`config.mk`:
```
export PLATFORM = sky130hd
export DESIGN_NAME = simd_ins_sequencer_flat
export DESIGN_NICKNAME = d
export VERILOG_FILES = /design/src/rtl/simd_ins_sequencer_if.sv /design/src/rtl/simd_ins_sequencer.sv /design/src/flat_wrapper.sv
export SDC_FILE = /design/constraint.sdc
export NUM_CORES = 1
export LEC_CHECK = 0
export BUFFER_PORTS_ARGS = -buffer_cell sky130_fd_sc_hd__buf_2
export CORE_MARGIN = 2
export CORE_UTILIZATION = 25
export CTS_CLUSTER_DIAMETER = 150
export DETAILED_ROUTE_END_ITERATION = 8
export RECOVER_POWER = 100
export SLEW_MARGIN = 20
export SYNTH_ARGS = -nofsm -noshare
export SYNTH_HDL_FRONTEND = slang
export SYNTH_SLANG_ARGS = --single-unit
```
`constraint.sdc`:
```
create_clock -name clk -period 3.28 [get_ports clk]
set_input_delay 0 -clock clk [delete_from_list [all_inputs] [get_ports clk]]
set_output_delay 0 -clock clk [all_outputs]
set_load 0.01 [all_outputs]
```
`src/rtl/simd_ins_sequencer_if.sv`:
```
// Port bundle between the SIMD instruction sequencer and its surroundings:
// PS control (start/busy/done/err), instruction BRAM, operand/result BRAM ports.
interface simd_ins_sequencer_if #(
    parameter int ADDR_WIDTH     = 10,
    parameter int INS_ADDR_WIDTH = 11,
    parameter int INS_WIDTH      = 64
);
    logic                      start;
    logic [INS_ADDR_WIDTH-1:0] start_pc;
    logic                      busy;
    logic                      done;
    logic                      err;
    logic                      ins_rd_en;
    logic [INS_ADDR_WIDTH-1:0] ins_addr;
    logic [INS_WIDTH-1:0]      ins_data;
    logic                      a_rd_en;
    logic [ADDR_WIDTH-1:0]     a_rd_addr;
    logic                      b_rd_en;
    logic [ADDR_WIDTH-1:0]     b_rd_addr;
    logic [3:0]                alu_op;
    logic                      r_wr_en;
    logic [INS_ADDR_WIDTH-1:0] r_wr_addr;
    logic [2:0]                dbg_state;

    // Handshake: start is a one-cycle request taken only while busy is low
    // (there is no separate ready); start_pc is sampled in that same cycle.
    // ins_data must be valid exactly one cycle after ins_rd_en, BRAM-style.
    // master = the sequencer; slave = PS, instruction BRAM and the PE/BRAM side.
    modport master (
        input  start, start_pc, ins_data,
        output busy, done, err, ins_rd_en, ins_addr,
               a_rd_en, a_rd_addr, b_rd_en, b_rd_addr,
               alu_op, r_wr_en, r_wr_addr, dbg_state
    );

    modport slave (
        output start, start_pc, ins_data,
        input  busy, done, err, ins_rd_en, ins_addr,
               a_rd_en, a_rd_addr, b_rd_en, b_rd_addr,
               alu_op, r_wr_en, r_wr_addr, dbg_state
    );
endinterface

```
`src/rtl/simd_ins_sequencer.sv`:
```
// Fetch/decode/issue control for the 4-lane SIMD datapath: streams operand rows
// from BRAM A/B and schedules the matching BRAM R write-backs PIPE_LAT cycles later.
module simd_ins_sequencer #(
    parameter int ADDR_WIDTH     = 10,
    parameter int INS_ADDR_WIDTH = 11,
    parameter int INS_WIDTH      = 64,
    parameter int PIPE_LAT       = 3
) (
    input  logic                 clk,
    input  logic                 rstn,
    simd_ins_sequencer_if.master bus
);
    localparam logic [2:0] S_IDLE   = 3'd0;
    localparam logic [2:0] S_FETCH  = 3'd1;
    localparam logic [2:0] S_DECODE = 3'd2;
    localparam logic [2:0] S_ISSUE  = 3'd3;
    localparam logic [2:0] S_DRAIN  = 3'd4;
    localparam logic [2:0] S_DONE   = 3'd5;

    localparam logic [3:0] OP_NOP  = 4'h0;
    localparam logic [3:0] OP_MIN  = 4'h5;
    localparam logic [3:0] OP_HALT = 4'hF;

    localparam int CNT_W   = 12;
    localparam int OPC_MSB = INS_WIDTH - 1;
    localparam int CNT_MSB = OPC_MSB - 4;
    localparam int A_MSB   = CNT_MSB - CNT_W;
    localparam int B_MSB   = A_MSB - ADDR_WIDTH;
    localparam int R_MSB   = B_MSB - ADDR_WIDTH;
    localparam int RES_MSB = R_MSB - INS_ADDR_WIDTH;
    localparam int DW      = (PIPE_LAT > 1) ? $clog2(PIPE_LAT) : 1;

    logic [2:0]                state_q,  state_d;
    logic [INS_ADDR_WIDTH-1:0] pc_q,     pc_d;
    logic                      err_q,    err_d;
    logic [3:0]                alu_op_q, alu_op_d;
    logic [CNT_W-1:0]          count_q,  count_d;
    logic [CNT_W-1:0]          row_q,    row_d;
    logic [ADDR_WIDTH-1:0]     a_base_q, a_base_d;
    logic [ADDR_WIDTH-1:0]     b_base_q, b_base_d;
    logic [INS_ADDR_WIDTH-1:0] r_base_q, r_base_d;
    logic [DW-1:0]             drain_q,  drain_d;

    // Write-back delay line; the tail stage drives BRAM R directly.
    logic [PIPE_LAT-1:0]       pipe_vld_q;
    logic [INS_ADDR_WIDTH-1:0] pipe_addr_q [PIPE_LAT];

    logic [3:0]                dec_op;
    logic [CNT_W-1:0]          dec_count;
    logic [ADDR_WIDTH-1:0]     dec_a_base;
    logic [ADDR_WIDTH-1:0]     dec_b_base;
    logic [INS_ADDR_WIDTH-1:0] dec_r_base;
    logic                      unused_reserved;

    logic                      fetch;
    logic                      issue;
    logic                      pc_last;
    logic                      drain_last;
    logic                      row_last;
    logic [INS_ADDR_WIDTH-1:0] r_row_addr;

    assign dec_op          = bus.ins_data[OPC_MSB -: 4];
    assign dec_count       = bus.ins_data[CNT_MSB -: CNT_W];
    assign dec_a_base      = bus.ins_data[A_MSB -: ADDR_WIDTH];
    assign dec_b_base      = bus.ins_data[B_MSB -: ADDR_WIDTH];
    assign dec_r_base      = bus.ins_data[R_MSB -: INS_ADDR_WIDTH];
    assign unused_reserved = ^bus.ins_data[RES_MSB:0];

    assign fetch      = (state_q == S_FETCH);
    assign issue      = (state_q == S_ISSUE);
    assign pc_last    = &pc_q;
    assign drain_last = (drain_q == DW'(PIPE_LAT - 1));
    assign row_last   = (row_q == count_q - CNT_W'(1));
    assign r_row_addr = r_base_q + row_q[INS_ADDR_WIDTH-1:0];

    always_comb begin
        state_d  = state_q;
        pc_d     = pc_q;
        err_d    = err_q;
        alu_op_d = alu_op_q;
        count_d  = count_q;
        row_d    = row_q;
        a_base_d = a_base_q;
        b_base_d = b_base_q;
        r_base_d = r_base_q;
        drain_d  = drain_q;

        case (state_q)
            S_IDLE: begin
                if (bus.start) begin
                    pc_d    = bus.start_pc;
                    err_d   = 1'b0;
                    state_d = S_FETCH;
                end
            end

            S_FETCH: state_d = S_DECODE;

            S_DECODE: begin
                count_d  = dec_count;
                a_base_d = dec_a_base;
                b_base_d = dec_b_base;
                r_base_d = dec_r_base;
                row_d    = '0;
                if (dec_op == OP_HALT) begin
                    state_d = S_DONE;
                end else if (dec_op > OP_MIN) begin
                    err_d   = 1'b1;
                    state_d = S_DONE;
                end else if ((dec_op == OP_NOP) || (dec_count == '0)) begin
                    // Nothing to issue: step straight to the next instruction.
                    if (pc_last) begin
                        err_d   = 1'b1;
                        state_d = S_DONE;
                    end else begin
                        pc_d    = pc_q + INS_ADDR_WIDTH'(1);
                        state_d = S_FETCH;
                    end
                end else begin
                    alu_op_d = dec_op;
                    state_d  = S_ISSUE;
                end
            end

            S_ISSUE: begin
                if (row_last) begin
                    drain_d = '0;
                    state_d = S_DRAIN;
                end else begin
                    row_d = row_q + CNT_W'(1);
                end
            end

            S_DRAIN: begin
                // alu_op stays put until the last write-back has left the PEs.
                if (drain_last) begin
                    alu_op_d = '0;
                    if (pc_last) begin
                        err_d   = 1'b1;
                        state_d = S_DONE;
                    end else begin
                        pc_d    = pc_q + INS_ADDR_WIDTH'(1);
                        state_d = S_FETCH;
                    end
                end else begin
                    drain_d = drain_q + DW'(1);
                end
            end

            S_DONE: state_d = S_IDLE;

            default: state_d = S_IDLE;
        endcase
    end

    always_ff @(posedge clk or negedge rstn) begin
        if (!rstn) begin
            state_q  <= S_IDLE;
            pc_q     <= '0;
            err_q    <= 1'b0;
            alu_op_q <= '0;
            count_q  <= '0;
            row_q    <= '0;
            a_base_q <= '0;
            b_base_q <= '0;
            r_base_q <= '0;
            drain_q  <= '0;
        end else begin
            state_q  <= state_d;
            pc_q     <= pc_d;
            err_q    <= err_d;
            alu_op_q <= alu_op_d;
            count_q  <= count_d;
            row_q    <= row_d;
            a_base_q <= a_base_d;
            b_base_q <= b_base_d;
            r_base_q <= r_base_d;
            drain_q  <= drain_d;
        end
    end

    always_ff @(posedge clk or negedge rstn) begin
        if (!rstn) begin
            pipe_vld_q <= '0;
            for (int k = 0; k < PIPE_LAT; k++) begin
                pipe_addr_q[k] <= '0;
            end
        end else begin
            pipe_vld_q[0]  <= issue;
            pipe_addr_q[0] <= issue ? r_row_addr : '0;
            for (int k = 1; k < PIPE_LAT; k++) begin
                pipe_vld_q[k]  <= pipe_vld_q[k-1];
                pipe_addr_q[k] <= pipe_addr_q[k-1];
            end
        end
    end

    // Addresses are forced to zero outside their enable so idle buses stay quiet.
    assign bus.busy      = (state_q != S_IDLE);
    assign bus.done      = (state_q == S_DONE);
    assign bus.err       = err_q;
    assign bus.ins_rd_en = fetch;
    assign bus.ins_addr  = fetch ? pc_q : '0;
    assign bus.a_rd_en   = issue;
    assign bus.a_rd_addr = issue ? (a_base_q + row_q[ADDR_WIDTH-1:0]) : '0;
    assign bus.b_rd_en   = issue;
    assign bus.b_rd_addr = issue ? (b_base_q + row_q[ADDR_WIDTH-1:0]) : '0;
    assign bus.alu_op    = alu_op_q;
    assign bus.r_wr_en   = pipe_vld_q[PIPE_LAT-1];
    assign bus.r_wr_addr = pipe_addr_q[PIPE_LAT-1];
    assign bus.dbg_state = state_q;

endmodule

```
`src/flat_wrapper.sv`:
```
// flat-port wrapper written by rule: the top's interface ports become plain ports
module simd_ins_sequencer_flat 
#(
    parameter int ADDR_WIDTH     = 10,
    parameter int INS_ADDR_WIDTH = 11,
    parameter int INS_WIDTH      = 64,
    parameter int PIPE_LAT       = 3
)
  (clk, rstn, bus_start, bus_start_pc, bus_ins_data, bus_busy, bus_done, bus_err, bus_ins_rd_en, bus_ins_addr, bus_a_rd_en, bus_a_rd_addr, bus_b_rd_en, bus_b_rd_addr, bus_alu_op, bus_r_wr_en, bus_r_wr_addr, bus_dbg_state);
  simd_ins_sequencer_if #(.ADDR_WIDTH(ADDR_WIDTH), .INS_ADDR_WIDTH(INS_ADDR_WIDTH), .INS_WIDTH(INS_WIDTH)) bus_i ();
  input  logic clk;
  input  logic rstn;
  input wire logic [$bits(bus_i.start)-1:0] bus_start;
  input wire logic [$bits(bus_i.start_pc)-1:0] bus_start_pc;
  input wire logic [$bits(bus_i.ins_data)-1:0] bus_ins_data;
  output wire logic [$bits(bus_i.busy)-1:0] bus_busy;
  output wire logic [$bits(bus_i.done)-1:0] bus_done;
  output wire logic [$bits(bus_i.err)-1:0] bus_err;
  output wire logic [$bits(bus_i.ins_rd_en)-1:0] bus_ins_rd_en;
  output wire logic [$bits(bus_i.ins_addr)-1:0] bus_ins_addr;
  output wire logic [$bits(bus_i.a_rd_en)-1:0] bus_a_rd_en;
  output wire logic [$bits(bus_i.a_rd_addr)-1:0] bus_a_rd_addr;
  output wire logic [$bits(bus_i.b_rd_en)-1:0] bus_b_rd_en;
  output wire logic [$bits(bus_i.b_rd_addr)-1:0] bus_b_rd_addr;
  output wire logic [$bits(bus_i.alu_op)-1:0] bus_alu_op;
  output wire logic [$bits(bus_i.r_wr_en)-1:0] bus_r_wr_en;
  output wire logic [$bits(bus_i.r_wr_addr)-1:0] bus_r_wr_addr;
  output wire logic [$bits(bus_i.dbg_state)-1:0] bus_dbg_state;
  assign bus_i.start = bus_start;
  assign bus_i.start_pc = bus_start_pc;
  assign bus_i.ins_data = bus_ins_data;
  assign bus_busy = bus_i.busy;
  assign bus_done = bus_i.done;
  assign bus_err = bus_i.err;
  assign bus_ins_rd_en = bus_i.ins_rd_en;
  assign bus_ins_addr = bus_i.ins_addr;
  assign bus_a_rd_en = bus_i.a_rd_en;
  assign bus_a_rd_addr = bus_i.a_rd_addr;
  assign bus_b_rd_en = bus_i.b_rd_en;
  assign bus_b_rd_addr = bus_i.b_rd_addr;
  assign bus_alu_op = bus_i.alu_op;
  assign bus_r_wr_en = bus_i.r_wr_en;
  assign bus_r_wr_addr = bus_i.r_wr_addr;
  assign bus_dbg_state = bus_i.dbg_state;
  simd_ins_sequencer #(.ADDR_WIDTH(ADDR_WIDTH), .INS_ADDR_WIDTH(INS_ADDR_WIDTH), .INS_WIDTH(INS_WIDTH), .PIPE_LAT(PIPE_LAT)) u_core (.clk(clk), .rstn(rstn), .bus(bus_i));
endmodule
```
==> impl_metrics.env <==
export IMPL_cts_buffers=9
export IMPL_core_area_um2=24500
export IMPL_slew_headroom=-0.0331
export IMPL_die_x_um=162
export IMPL_fin_setup_tns_ps=0
export IMPL_crit_fanout=10
export IMPL_crit_start="u_core.row_q[1]$_DFFE_PN0P_"
export IMPL_viasPerCell=4.54
export IMPL_drt_iter0_drc=264
export IMPL_cp_start_kind="flop"
export IMPL_synthFlopType="dfrtp_1"
export IMPL_synth_compound_area_frac=0.128
export IMPL_rows=57
export IMPL_io_buffers=116
export IMPL_post_cts_repair_setup_buffers=0
export IMPL_die_y_um=162
export IMPL_arrival_ps=2980
export IMPL_synth_fa_ha_area_frac=0.0736
export IMPL_synth_common_cells="159 x nand2_1, 112 x dfrtp_1, 47 x nor2_1"
export IMPL_clk_latency_ps=360
export IMPL_setup_ws_ps=296
export IMPL_gp_congestion=0.799
export IMPL_dr_pass1_iters=4
export IMPL_synth_top_family_by_area="simple AND/OR/NAND/NOR gates"
export IMPL_area_growth_pct=26.9
export IMPL_p_leak_uw=0.00361
export IMPL_synth_area_mux_share=0.0144
export IMPL_vias=5319
export IMPL_register_area_um2=2800
export IMPL_clkTransAtPathRegs_ps=80
export IMPL_maxCapViolations=1
export IMPL_synthesis_nets=802
export IMPL_wl_per_cell_um=14.6
export IMPL_finalSetupViolations=0
export IMPL_pre_cts_ws_ps=518
export IMPL_worst_pin_slew_ps=1550
export IMPL_synth_edf_count=0
export IMPL_wl_met1_um=7540
export IMPL_synth_xor_area_frac=0.0586
export IMPL_htree_levels=3
export IMPL_r2r_slack_ps=340
export IMPL_avgSynthCellArea_um2=9.08
export IMPL_fin_crit_sh=0.910
export IMPL_crit_required_ps=3280
export IMPL_multi_input_area_um2=3150
export IMPL_holdWs_ps=60.2
export IMPL_ios=134
export IMPL_overflow=0
export IMPL_status="finished, violations left"
export IMPL_antenna_found_initial=0
export IMPL_synth_seq_area_share=0.448
export IMPL_synthesis_area_um2=6250
export IMPL_cts_root_buf="clkbuf_16"
export IMPL_grt_pass1_vias=5423
export IMPL_async_flop_share=1.00
export IMPL_clock_skew_ps=15.2
export IMPL_cp_end_kind="output pin"
export IMPL_rr_startpoint="u_core.count_q[0]$_DFFE_PN0P_"
export IMPL_n_fill_cell=2568
export IMPL_hp_class="in2reg"
export IMPL_drc_errors=0
export IMPL_finalHoldViolCount=0
export IMPL_synth_cells=689
export IMPL_drive_above_1_share=0.124
export IMPL_violations="capacitance limit, slew limit"
export IMPL_synthSimpleGateAreaFrac=0.230
export IMPL_p_per_area_nw_per_um2=345
export IMPL_fmax_mhz=335
export IMPL_yosysUniqueCellTypes=64
export IMPL_cts_tree="yes"
export IMPL_cts_sinks=112
export IMPL_ys_ff_latch=112
export IMPL_die_area_um2=26300
export IMPL_nets=956
export IMPL_n_antenna_cell=0
export IMPL_dp_hpwl_um=12000
export IMPL_cts_path_max_buffers=2
export IMPL_grt_max_degree=64
export IMPL_synthTopCellsByArea="dfrtp_1 45%, nand2_1 9.5%, ha_1 6.4%"
export IMPL_postRouteAntennaNets=0
export IMPL_post_route_min_period_ps=2980
export IMPL_start_util=0.256
export IMPL_vdd_drop_max_v=0.000213
export IMPL_min_from="bus_ins_data[63]"
export IMPL_synth_most_common_cell="nand2_1"
export IMPL_grt_setup_unrepaired="no"
export IMPL_highest_layer="met4"
export IMPL_grt_pass1_wl_um=27400
export IMPL_drt_wl_total_um=17100
export IMPL_ys_warn_count=0
export IMPL_wl_met3_um=685
export IMPL_dr_wl_met2_um=8570
export IMPL_crit_type="reg2out"
export IMPL_yosysTopAreaCell="dfrtp_1"
export IMPL_slew_viol_final=64
export IMPL_grt_util_all_layers=0.133
export IMPL_synth_top_area_share=0.448
==> final timing paths <==
check / depth (start not counted) / to
worst max-delay path: 9 / bus_b_rd_addr[9]
worst min-delay path: 4 / u_core.bus.dbg_state[1]$_DFFE_PN0P_
worst max register to register: 11 / u_core.row_q[11]$_DFFE_PN0P_
worst min register to register: 0 / u_core.bus.r_wr_addr[5]$_DFF_PN0_
max in group asynchronous: 3 / u_core.drain_q[0]$_DFFE_PN0P_
min in group asynchronous: 2 / u_core.b_base_q[7]$_DFFE_PN0P_
==> critical path, cell delays in order, from the launching register on <==
cell and delay (ps):
dfrtp_1 650, ha_1 320, a21o_1 150, a21oi_1 220, o21bai_1 110, a2111oi_1 550, o31ai_1 230, xnor2_1 170
nor2_1 110, clkbuf_2 140
==> routing by layer <==
layer / vias to the layer above / GRT usage
met5: - / 0
met4: 0 / 0.0491
met3: 15 / 0.0263
met2: 105 / 0.232
met1: 2537 / 0.162
li1: 2662 / -
==> power by group <==
| group | total, µW | internal [µW] | leakage (µW) | switching, µW |
|---|---|---|---|---|
| Sequential | 1390 | 1380 | 0.00123 | 5.15 |
| Combinational | 139 | 78.6 | 0.00223 | 60.0 |
| Clock | 1210 | 626 | 0.000161 | 585 |
==> cell families (layout without fill, tap and decap cells) <==
logic type	Yosys count	count (layout)
AOI/OAI and AO/OA	121	121
xor gates and xnor gates	41	41
adders and majority gates	35	35
buffers and inverters	60	219
DFF	112	112
muxes	9	9
and+or+nand+nor	311	311
==> through the flow <==
stage | power [µW] | util | instances | instance area, µm²
3_3_place_gp | 1510 | 0.291 | 1098 | 7120
2_1_floorplan | 1430 | - | 689 | 6250
3_5_place_dp | 1510 | 0.291 | 1098 | 7120
5_1_grt | 2850 | 0.324 | 1172 | 7930
4_1_cts | 2790 | 0.329 | 1172 | 8040
6_report | 2740 | 0.324 | 1172 | 7930
==> what timing repair did <==
action	4_1_cts	5_1_grt
hold buffers	58	0
resized for setup	0	2
endpoints found under the setup margin	0	4
hold endpoints to repair	119	0
==> state kept, by name, indices dropped and copies added, names as in the netlist <==
name / flops
u_core.bus.dbg_state: 3
u_core.pc_q: 11
u_core.bus.err: 1
u_core.pipe_addr_q: 22
u_core.b_base_q: 10
u_core.pipe_vld_q: 3
u_core.bus.alu_op: 4
u_core.r_base_q: 11
u_core.drain_q: 2
u_core.count_q: 12
u_core.row_q: 12
u_core.a_base_q: 10
u_core.bus.r_wr_addr: 11
==> layout make-up <==
class,count,area share
clock buffers,9,0.0284
clock inverters,7,0.0142
multi-input cells,517,0.398
flip-flops and latches,112,0.353
inverters,17,0.00804
repair buffers,186,0.147
well taps,324,0.0511
==> cell usage in the layout (no fill, tap or decap), types with 5 or more instances in the layout <==
cell / netlist / layout
a21o_1: 9 / 9
a21oi_1: 39 / 39
and2_0: 0 / 9
and2_1: 18 / 9
and3_1: 13 / 13
buf_2: 2 / 69
clkbuf_1: 22 / 49
clkbuf_16: 0 / 9
clkbuf_2: 0 / 6
dfrtp_1: 112 / 112
dlygate4sd3_1: 0 / 58
ha_1: 32 / 32
inv_1: 17 / 17
mux2i_1: 9 / 9
nand2_1: 159 / 159
nand2b_1: 9 / 9
nand3_1: 20 / 20
nand4_1: 8 / 8
nor2_1: 47 / 47
nor2b_1: 5 / 5
nor3_1: 9 / 9
nor4_1: 5 / 5
o211ai_1: 5 / 5
o21ai_0: 20 / 21
o21bai_1: 6 / 6
xnor2_1: 21 / 21
xor2_1: 19 / 19
Power figures use the tool's default switching activity.
